[src/rtl/alu_issue.sv]
// LEGv8 ALU issue stage: decodes an instruction into ALU operands/control and
// hands it to execute through a two-entry (output + skid) elastic buffer.

package alu_issue_pkg;
   typedef enum logic [3:0] {
      ALU_AND  = 4'b0000,
      ALU_OR   = 4'b0001,
      ALU_ADD  = 4'b0010,
      ALU_SUB  = 4'b0110,
      ALU_PASS = 4'b0111
   } alu_op_t;

   localparam logic [10:0] OP_ADD  = 11'b10001011000;
   localparam logic [10:0] OP_SUB  = 11'b11001011000;
   localparam logic [10:0] OP_AND  = 11'b10001010000;
   localparam logic [10:0] OP_ORR  = 11'b10101010000;
   localparam logic [10:0] OP_LDUR = 11'b11111000010;
   localparam logic [10:0] OP_STUR = 11'b11111000000;
   localparam logic [10:0] OP_CBZ  = 11'b10110100???;
endpackage

module alu_issue
   import alu_issue_pkg::*;
#(
   parameter int WORD = 64
) (
   input  logic            clk,
   input  logic            reset_n,
   input  logic            in_valid,
   output logic            in_ready,
   input  logic [10:0]     opcode,
   input  logic [WORD-1:0] rn_data,
   input  logic [WORD-1:0] rm_data,
   input  logic [WORD-1:0] imm,
   input  logic            flush,
   output logic            ex_valid,
   input  logic            ex_ready,
   output logic [WORD-1:0] a_out,
   output logic [WORD-1:0] b_out,
   output logic [3:0]      alu_control,
   output logic            illegal,
   output logic [15:0]     issue_count
);

   typedef struct packed {
      logic [WORD-1:0] a;
      logic [WORD-1:0] b;
      alu_op_t         ctl;
      logic            ill;
   } entry_t;

   entry_t      dec;
   entry_t      out_q;
   entry_t      skid_q;
   logic        out_valid;
   logic        skid_valid;
   logic [15:0] count;

   logic accept;
   logic take;
   logic out_free;
   logic load_out_skid;
   logic load_out_in;
   logic load_skid;

   // NOTE: every field gets a default before the case so no path leaves it unassigned (no latch).
   always_comb begin
      dec = '{a: '0, b: '0, ctl: ALU_PASS, ill: 1'b1};
      casez (opcode)
         OP_ADD:          dec = '{a: rn_data, b: rm_data, ctl: ALU_ADD,  ill: 1'b0};
         OP_SUB:          dec = '{a: rn_data, b: rm_data, ctl: ALU_SUB,  ill: 1'b0};
         OP_AND:          dec = '{a: rn_data, b: rm_data, ctl: ALU_AND,  ill: 1'b0};
         OP_ORR:          dec = '{a: rn_data, b: rm_data, ctl: ALU_OR,   ill: 1'b0};
         OP_LDUR, OP_STUR: dec = '{a: rn_data, b: imm,    ctl: ALU_ADD,  ill: 1'b0};
         OP_CBZ:          dec = '{a: rn_data, b: rm_data, ctl: ALU_PASS, ill: 1'b0};
         default:         ;
      endcase
   end

   // in_ready depends only on registered skid state, never on ex_ready.
   assign in_ready      = !skid_valid;
   assign accept        = in_valid && in_ready && !flush;
   assign take          = out_valid && ex_ready;
   assign out_free      = !out_valid || take;
   assign load_out_skid = !flush && out_free && skid_valid;
   assign load_out_in   = !flush && out_free && !skid_valid && accept;
   assign load_skid     = !flush && !out_free && accept;

   // NOTE: sequential state uses non-blocking assignments so all registers update from pre-edge values.
   always_ff @(posedge clk) begin
      if (!reset_n) begin
         out_valid  <= 1'b0;
         skid_valid <= 1'b0;
         count      <= 16'd0;
      end else begin
         if (take)
            count <= count + 16'd1;
         if (flush) begin
            out_valid  <= 1'b0;
            skid_valid <= 1'b0;
         end else begin
            if (out_free)
               out_valid <= skid_valid || accept;
            if (load_out_skid)
               skid_valid <= 1'b0;
            else if (load_skid)
               skid_valid <= 1'b1;
         end
      end
   end

   // NOTE: payload registers carry no reset; they are only observed through the valid-gated outputs.
   always_ff @(posedge clk) begin
      if (load_out_skid)
         out_q <= skid_q;
      else if (load_out_in)
         out_q <= dec;
      if (load_skid)
         skid_q <= dec;
   end

   assign ex_valid    = out_valid;
   assign a_out       = out_valid ? out_q.a   : '0;
   assign b_out       = out_valid ? out_q.b   : '0;
   assign alu_control = out_valid ? out_q.ctl : ALU_PASS;
   assign illegal     = out_valid && out_q.ill;
   assign issue_count = count;

endmodule

[config.mk]
export PLATFORM = sky130hd
export DESIGN_NAME = alu_issue
export DESIGN_NICKNAME = d
export VERILOG_FILES = /design/src/rtl/alu_issue.sv
export SDC_FILE = /design/constraint.sdc
export NUM_CORES = 1
export LEC_CHECK = 0
export BUFFER_PORTS_ARGS = -buffer_cell sky130_fd_sc_hd__buf_2
export CORE_MARGIN = 2
export CORE_UTILIZATION = 45
export DETAILED_ROUTE_END_ITERATION = 8
export GPL_TIMING_DRIVEN = 0
export PLACE_DENSITY = 0.74
export SKIP_LAST_GASP = 1
export SLEW_MARGIN = 5
export SYNTH_ARGS = -nofsm -noshare
export SYNTH_HDL_FRONTEND = slang
export SYNTH_SLANG_ARGS = --single-unit
[constraint.sdc]
create_clock -name clk -period 26.9 [get_ports clk]
set_clock_uncertainty 0.15 [all_clocks]
set_input_delay 1.345 -clock clk [delete_from_list [all_inputs] [get_ports clk]]
set_output_delay 1.345 -clock clk [all_outputs]
set_load 0.02 [all_outputs]
==> impl_metrics.tcl <==
set metrics [dict create \
    hold_path.class "register to register" \
    synth_cell_types 43 \
    ys_ff_latch 282 \
    finalNetCount 1837 \
    cts_hold_buf 0 \
    p_comb_frac 0.064 \
    grt_use_met1 0.313 \
    fin_crit_ns 4.52 \
    drc 0 \
    grt_max_degree 16 \
    rsz0062_at_grt "no" \
    cts_root_buffer "clkbuf_16" \
    h-tree-depth 1 \
    drt-wirelength-per-cell_microns 19.8 \
    first_iter_violations 1029 \
    setup_viol 0 \
    layout.cells.most_common "buf_2" \
    drt_first_pass_iters 7 \
    cts_buffers 31 \
    syn_area_sq_um 13600 \
    design_area_sq_um 17200 \
    grt_pass1_vias 11000 \
    grt_util_met2 0.413 \
    grt_busiest_layer "met2" \
    power_mw 0.977 \
    post-place-ws_ns 22.20 \
    setup_slack_ns 22.38 \
    p_sw_frac 0.218 \
    fin_crit_sh 0.168 \
    synth_edf_count 264 \
    cts.clk_slew.worst_paths_ns 0.06 \
    grt_pass1_wl_mm 61.1 \
    cts_tree "done" \
    syn_inst 1207 \
    synthArstFlopShare 0 \
    drt-total-wl_mm 40.6 \
    fin_tns_setup_ns 0 \
    grt-ovfl-total 0 \
    yosysWarnings 0 \
    path_class "register to primary output" \
    grtUsageTotal 0.249 \
    die_w_microns 178 \
    hpwl_mm 29.6 \
    die_h_microns 178 \
    synthesis.nets 1416 \
    switchingPower_mw 0.212 \
    p_per_area_nw_per_um2 56.9 \
    syn_to_final_growth_pct 26.5 \
    reg2reg_slack_ns 23.31 \
    clock_latency_ns 0.57 \
    layout_common_cells "buf_2, edfxtp_1, and2_1, nor2_1, nand2_1" \
    vias 11500 \
    ioPinCount 359 \
    post_cts_resized 0 \
    synthFlopType "edfxtp_1" \
    rows 63 \
    startpoint_type "register" \
    fin_util 0.579 \
    holdWs_ns 0.331 \
    max-vdd-ir-drop_mv 0.0431 \
    yosysSeqAreaShare 0.611 \
    p_clk_frac 0.440 \
    fmax_ghz 0.221 \
    status "complete, no violations" \
    grt_use_met3 0.0660 \
    finalMaxSlewViolations 0 \
    synth_top_area_frac 0.584 \
    crit_path_end_kind "primary output" \
    cts_num_sinks 282 \
    internal_power_mw 0.764 \
    port_buffers 356 \
    p_leak_nw 7.39 \
    seqPwrFrac 0.496 \
    antenna_found_initial 10 \
    cts_setup_buffers 0 \
    placed_area_sq_um 16100 \
    relSlewSlack 0.399 \
    postSynthAreaPerCell_sq_um 11.2 \
    tightest_slew_ns 0.901 \
    clock_path_buffers 3 \
    routabilityCongestion 0.919 \
    start_util 0.458 \
    yosysTopAreaCell "edfxtp_1" \
    detail-route-antenna-nets 0 \
    finalNonFillerCells 2051 \
    cp_max_fo 10 \
    final_hold_viol_count 0 \
    drive_gt1_frac 0.296 \
    die_area_sq_um 31600 \
    cp.arrival_ns 3.02 \
    synthTopCellsByArea "edfxtp_1, and2_1, a22o_1" \
    cp_data_required_time_ns 25.40 \
    dp_cells 1985 \
    core_sq_um 29600 \
    drv_cap 0 \
    vias_per_cell 5.58 \
]
registers in the layout, summed over array words and instances (netlist names):
register	flops
skid_valid	1
ex_valid	1
skid_q	132
out_q	132
issue_count	16
power by group through the flow:
stage,Combinational [mW],Clock [mW],Sequential [mW]
3_3_place_gp,0.0580,0,0.499
4_1_cts,0.0620,0.437,0.485
5_1_grt,0.0672,0.456,0.485
3_5_place_dp,0.0615,0,0.494
2_1_floorplan,0.0258,0,0.497
6_report,0.0621,0.430,0.485
layer usage:
layer	up-vias	wire length, microns	part of all wire
li1	5274	-	-
met1	5420	15500	0.38
met2	646	19300	0.47
met3	105	4380	0.11
met4	6	1430	0.035
met5	-	35	0.00086
cell usage after synthesis, drive strengths merged (5+ instances only):
cell type  instances
edfxtp           264
xor2               6
nand2             75
o21ai             65
a22o              65
dfxtp             18
nor3              70
xnor2              6
nand3              7
clkbuf            64
nand2b             7
nor4b             65
nand4              6
and2             195
a31oi             68
buf               46
nor2             147
and4               5
cell type report:
| type | count | area (sq um) |
|---|---|---|
| diodes | 8 | 20.0 |
| plain buffers | 110 | 492 |
| clock buffers | 36 | 795 |
| clock inverters | 22 | 231 |
| fillers | 2564 | 12500 |
| inverters | 3 | 11.3 |
| multi-input cells | 812 | 4790 |
| flip-flops and latches | 282 | 8290 |
| well taps | 390 | 488 |
| repair buffers | 388 | 2050 |
worst paths after layout:
check / cells past startpoint / start / end
worst max register to register: 10 / ex_valid / skid_q[34]
worst max-delay path: 5 / ex_valid / b_out[25]
worst min register to register: 2 / issue_count[15] / issue_count[15]
worst min-delay path: 2 / issue_count[15] / issue_count[15]
cell families after synthesis:
kind of cell	share of synthesized area
muxes	0.00221
and+or+nand+nor	0.239
buffers and inverters	0.0371
AOI/OAI and AO/OA	0.102
DFF	0.611
xor gates and xnor gates	0.00775
other	0.000276
adders and majority gates	0.000922
critical path: stages, from the launching register on:
cell and delay [ns]:
dfxtp_1 0.41, clkbuf_1 0.55, clkbuf_1 0.74, clkbuf_1 0.36, and2_1 0.23, buf_2 0.17
(Power assumes the default switching activity.)
